===== src/rtl/shift_deser_if.sv =====
// Serial-in / parallel-out bundle for shift_deser: bit strobe side plus the
// ready/valid word output side. The deserializer uses the slave modport.
interface shift_deser_if #(
  parameter int WIDTH = 4
);
  logic             sin;
  logic             sin_valid;
  logic             start;
  logic [WIDTH-1:0] dout;
  logic             dout_valid;
  logic             dout_ready;
  logic             overrun;
  logic             perr;

  modport slave (
    input  sin, sin_valid, start, dout_ready,
    output dout, dout_valid, overrun, perr
  );

  modport master (
    output sin, sin_valid, start, dout_ready,
    input  dout, dout_valid, overrun, perr
  );
endinterface


===== src/rtl/shift_deser.sv =====
// LSB-first serial-to-parallel deserializer with a one-word ready/valid output.
// Optional even-parity bit per word is enabled by defining SHIFT_DESER_PARITY_EN.
module shift_deser #(
  parameter int WIDTH = 4
) (
  input  logic           clk,
  input  logic           resetn,
  shift_deser_if.slave   bus
);

  localparam int CNT_W = $clog2(WIDTH + 1);

`ifdef SHIFT_DESER_PARITY_EN
  typedef enum logic [1:0] {IDLE, RECV, PAR} state_t;
`else
  typedef enum logic [1:0] {IDLE, RECV} state_t;
`endif

  state_t             state_q, state_d;
  logic [CNT_W-1:0]   cnt_q, cnt_d;
  logic [WIDTH-1:0]   shreg_q, shreg_d;
  logic [WIDTH-1:0]   dout_q, dout_d;
  logic               dvld_q, dvld_d;
  logic               ovr_q, ovr_d;
  logic               done;
  logic [WIDTH-1:0]   word;
  logic [WIDTH-1:0]   shifted;
`ifdef SHIFT_DESER_PARITY_EN
  logic               perr_q, perr_d;
  logic               word_perr;
`endif

  // New bits enter at the MSB so the first bit of a frame ends up in bit 0.
  assign shifted = {bus.sin, shreg_q[WIDTH-1:1]};

  always_comb begin
    state_d = state_q;
    cnt_d   = cnt_q;
    shreg_d = shreg_q;
    dout_d  = dout_q;
    dvld_d  = dvld_q;
    ovr_d   = 1'b0;
    done    = 1'b0;
    word    = shifted;
`ifdef SHIFT_DESER_PARITY_EN
    perr_d    = perr_q;
    word_perr = 1'b0;
`endif

    if (bus.sin_valid) begin
      if (bus.start) begin
        state_d = RECV;
        cnt_d   = CNT_W'(1);
        shreg_d = {bus.sin, {(WIDTH-1){1'b0}}};
      end else begin
        case (state_q)
          RECV: begin
            shreg_d = shifted;
            if (cnt_q == CNT_W'(WIDTH - 1)) begin
              cnt_d = '0;
`ifdef SHIFT_DESER_PARITY_EN
              state_d = PAR;
`else
              state_d = IDLE;
              done    = 1'b1;
`endif
            end else begin
              cnt_d = cnt_q + CNT_W'(1);
            end
          end
`ifdef SHIFT_DESER_PARITY_EN
          PAR: begin
            state_d   = IDLE;
            done      = 1'b1;
            word      = shreg_q;
            word_perr = (^shreg_q) ^ bus.sin;
          end
`endif
          default: ;
        endcase
      end
    end

    // A finished word only lands if the output slot is empty or being drained.
    if (done) begin
      if (!dvld_q || bus.dout_ready) begin
        dout_d = word;
        dvld_d = 1'b1;
`ifdef SHIFT_DESER_PARITY_EN
        perr_d = word_perr;
`endif
      end else begin
        ovr_d = 1'b1;
      end
    end else if (dvld_q && bus.dout_ready) begin
      dvld_d = 1'b0;
    end
  end

  always_ff @(posedge clk or negedge resetn) begin
    if (!resetn) begin
      state_q <= IDLE;
      cnt_q   <= '0;
      shreg_q <= '0;
      dout_q  <= '0;
      dvld_q  <= 1'b0;
      ovr_q   <= 1'b0;
`ifdef SHIFT_DESER_PARITY_EN
      perr_q  <= 1'b0;
`endif
    end else begin
      state_q <= state_d;
      cnt_q   <= cnt_d;
      shreg_q <= shreg_d;
      dout_q  <= dout_d;
      dvld_q  <= dvld_d;
      ovr_q   <= ovr_d;
`ifdef SHIFT_DESER_PARITY_EN
      perr_q  <= perr_d;
`endif
    end
  end

  assign bus.dout       = dout_q;
  assign bus.dout_valid = dvld_q;
  assign bus.overrun    = ovr_q;
`ifdef SHIFT_DESER_PARITY_EN
  assign bus.perr       = perr_q;
`else
  assign bus.perr       = 1'b0;
`endif

endmodule


===== src/flat_wrapper.sv =====
// flat-port wrapper written by rule: the top's interface ports become plain ports
module shift_deser_flat 
#(
  parameter int WIDTH = 4
)
  (clk, resetn, bus_sin, bus_sin_valid, bus_start, bus_dout_ready, bus_dout, bus_dout_valid, bus_overrun, bus_perr);
  shift_deser_if #(.WIDTH(WIDTH)) bus_i ();
  input  logic clk;
  input  logic resetn;
  input wire logic [$bits(bus_i.sin)-1:0] bus_sin;
  input wire logic [$bits(bus_i.sin_valid)-1:0] bus_sin_valid;
  input wire logic [$bits(bus_i.start)-1:0] bus_start;
  input wire logic [$bits(bus_i.dout_ready)-1:0] bus_dout_ready;
  output wire logic [$bits(bus_i.dout)-1:0] bus_dout;
  output wire logic [$bits(bus_i.dout_valid)-1:0] bus_dout_valid;
  output wire logic [$bits(bus_i.overrun)-1:0] bus_overrun;
  output wire logic [$bits(bus_i.perr)-1:0] bus_perr;
  assign bus_i.sin = bus_sin;
  assign bus_i.sin_valid = bus_sin_valid;
  assign bus_i.start = bus_start;
  assign bus_i.dout_ready = bus_dout_ready;
  assign bus_dout = bus_i.dout;
  assign bus_dout_valid = bus_i.dout_valid;
  assign bus_overrun = bus_i.overrun;
  assign bus_perr = bus_i.perr;
  shift_deser #(.WIDTH(WIDTH)) u_core (.clk(clk), .resetn(resetn), .bus(bus_i));
endmodule

===== config.mk =====
export PLATFORM = sky130hd
export DESIGN_NAME = shift_deser_flat
export DESIGN_NICKNAME = d
export VERILOG_FILES = /design/src/rtl/shift_deser_if.sv /design/src/rtl/shift_deser.sv /design/src/flat_wrapper.sv
export SDC_FILE = /design/constraint.sdc
export NUM_CORES = 1
export LEC_CHECK = 0
export BUFFER_PORTS_ARGS = -buffer_cell sky130_fd_sc_hd__buf_2
export CORE_UTILIZATION = 44
export CTS_BUF_LIST = sky130_fd_sc_hd__clkbuf_8 sky130_fd_sc_hd__clkbuf_16
export DETAILED_ROUTE_END_ITERATION = 8
export HOLD_SLACK_MARGIN = 0.05
export PLACE_DENSITY_LB_ADDON = 0.12
export SLEW_MARGIN = 20
export SYNTH_ARGS = -nofsm -noshare
export SYNTH_HDL_FRONTEND = slang
export SYNTH_SLANG_ARGS = --single-unit

===== constraint.sdc =====
create_clock -name clk -period 1.35 [get_ports clk]
set_input_delay 0.0675 -clock clk [delete_from_list [all_inputs] [get_ports clk]]
set_output_delay 0.0675 -clock clk [all_outputs]
set_load 0.02 [all_outputs]

==> results.py <==
metrics = {
    "floorplan": {
        "coreArea_sq_um": 1170,
        "fp-row-count": 12,
        "ios": 13,
        "initial_core_util": 0.497,
        "die_y_um": 38.4,
        "dieWidth_um": 38.4,
        "fp.dieArea_sq_um": 1470,
    },
    "detailed_routing": {
        "first_pass_iters": 4,
        "drt_wl_total_mm": 1.26,
        "via_per_inst": 5.31,
        "drt_iter0_drc": 7,
        "vias": 462,
        "drc": 0,
        "ant_nets": 0,
        "avgRoutedWirePerCell_um": 14.4,
    },
    "sta": {
        "fin_worst_skew_ns": 0.00133,
        "fin_ws_ns": -0.0685,
        "finalCritPeriodShare": 1.05,
        "hold_violations": 0,
        "rsz0062_at_grt": "true",
        "fmax_mhz": 705,
        "slew_viol_final": 0,
        "min_period_ns": 1.42,
        "setup_viol": 4,
    },
    "finish": {
        "antenna_cells": 0,
        "layout_common_cells": "13 x dfrtp_1, 11 x buf_2, 9 x buf_4, 5 x inv_1",
        "mostFrequentLayoutCell": "dfrtp_1",
        "drive_above_1_share": 0.466,
        "finish.utilization": 0.687,
        "nNetsFinal": 81,
        "area_growth_pct": 38.3,
    },
    "yosys": {
        "syn_area_sq_um": 582,
        "ys_types": 23,
        "synth_cells": 50,
        "syn_avg_cell_area_sq_um": 11.6,
        "ys_seq_area_frac": 0.559,
        "syn_nets": 57,
        "synth-seq-cells": 13,
        "ys_warn_count": 0,
    },
    "cts": {
        "clock_latency_ns": 0.24,
        "cts.sinks": 13,
        "cts_buffers": 3,
        "cts_tree": "done",
        "htreeDepth": 1,
        "cts_max_path_buffers": 2,
        "clkTransAtPathRegs_ns": 0.05,
        "root_buffer": "clkbuf_8",
    },
    "worst_hold_path": {
        "hold_depth": 2,
        "hold_class": "in2reg",
    },
    "global_route": {
        "grt_pass1_wl_mm": 2.11,
        "antenna_found_initial": 0,
        "grt_pass1_vias": 456,
        "grt_util_all_layers": 0.219,
        "grt_max_degree": 14,
        "grt_overflow": 0,
    },
    "run_status": {
        "status": "finished, violations left",
        "violations": "setup timing",
    },
    "job": {
        "drv_cap": 0,
    },
    "critical_path": {
        "cp.depth": 5,
        "crit_type": "reg2reg",
        "reg2reg_depth": 5,
        "path_delay_family": "flip-flops",
        "crit_chain": "ha_4, nand2b_4, nor4b_4, buf_4, mux2_4",
        "slowest_stage": "dfrtp_1",
        "required_ns": 1.47,
        "endpoint_kind": "flop",
        "critPathMaxFanout": 4,
        "worst_setup_path_start_kind": "flop",
        "path_buf_inv": 1,
        "r2r_setup_slack_ns": -0.07,
        "arrival_ns": 1.54,
        "cpPeakStageDelay_ns": 0.39,
    },
    "place": {
        "dpl.hpwl_um": 836,
        "portBuffers": 11,
        "gp_congestion": 0.774,
    },
    "power_and_ir_drop": {
        "power_density_nw_per_um2": 1710,
        "ir_worst_vdd_mv": 1.10,
        "power.leakage_uw": 0.000415,
        "p_total_uw": 1380,
    },
}
state kept, by name (all words and copies together), names as in the netlist:
register               cells
u_core.bus.dout            4
u_core.bus.dout_valid      1
u_core.bus.overrun         1
u_core.cnt_q               3
u_core.shreg_q             3
u_core.state_q             1
kinds of logic after synthesis:
| family | after synthesis | synth area share |
|---|---|---|
| other cells | 1 | 0.00645 |
| compound gates | 12 | 0.129 |
| mux | 5 | 0.0968 |
| simple gates | 12 | 0.140 |
| buf+inv | 6 | 0.0473 |
| flops | 13 | 0.559 |
| fa+ha+maj | 1 | 0.0215 |
Yosys cell counts:
master	number	share of area
nor2_1	2	0.013
a21oi_1	2	0.017
o21ai_0	4	0.034
nand2_1	3	0.019
or3_1	1	0.011
a21boi_0	1	0.013
dfrtp_1	13	0.56
ha_1	1	0.022
buf_4	1	0.013
a2bb2oi_1	1	0.015
nand2b_1	2	0.022
nand4_1	1	0.011
mux2_2	5	0.097
inv_1	4	0.026
o2bb2ai_1	1	0.015
nor4b_4	1	0.041
buf_2	1	0.0086
o22ai_1	1	0.011
a31oi_1	1	0.011
and3_2	1	0.013
o21a_1	1	0.013
conb_1	1	0.0064
nand2_2	1	0.011
what timing repair did:
item                       in CTS  in global routing
gates resized for setup         8                  1
pin swaps                       2                  2
hold buffers                    1                  0
setup endpoints to repair       5                  5
cloned                          0                  0
setup buffers                   1                  1
hold endpoints to repair       13                  0
per-layer routing:
metal  up-vias  wire [um]  global-route usage
met5         -          0                   0
met4         0         25              0.0776
met3         4         67              0.0581
met2        16        581               0.331
met1       222        581               0.302
li1        220          -                   -
worst register-to-register path, delay by kind of cell (launching register included):
kind / cells / cell delay [ns]
buf+inv: 1 / 0.19
simple gates: 2 / 0.26
flops: 1 / 0.39
mux: 1 / 0.30
fa+ha+maj: 1 / 0.16
where the power goes:
group	internal, uW	switching (uW)	leakage, uW
Clock	200	131	0.0000269
Sequential	490	69.4	0.000166
Combinational	250	235	0.000223
Total	940	435	0.000415
final timing paths:
path | from | endpoint
min in group asynchronous | resetn | u_core.shreg_q[1]
setup reg to reg | u_core.cnt_q[0] | u_core.bus.dout[1]
max in group asynchronous | resetn | u_core.cnt_q[2]
hold reg to reg | u_core.bus.dout[0] | u_core.bus.dout[0]
hold / removal | bus_sin | u_core.bus.dout[3]
setup / recovery | u_core.cnt_q[0] | u_core.bus.dout[1]
per-stage QoR:
step                      instance area [sq um]  hold slack (ns)  TNS [ns]  cells  setup WS [ns]
after floorplan                             582           -0.228    -0.232     50        -0.0580
after global placement                      694          -0.0357    -0.313     80        -0.0777
after detailed placement                    694          -0.0292    -0.543     80         -0.132
after CTS                                   787           0.0726    -0.514     86         -0.131
after global routing                        805           0.0740    -0.532     87         -0.128
final                                       805           0.0768    -0.267     87        -0.0685
area by class of cell:
cell class	count	area (sq um)
clock buffers	3	41.3
inverters	4	15.0
clock inverters	1	3.75
flip-flops and latches	13	325
well taps	14	17.5
fillers	90	367
repair buffers	21	133
multi-input cells	31	269
No activity file was read; power rests on OpenSTA's default activity.
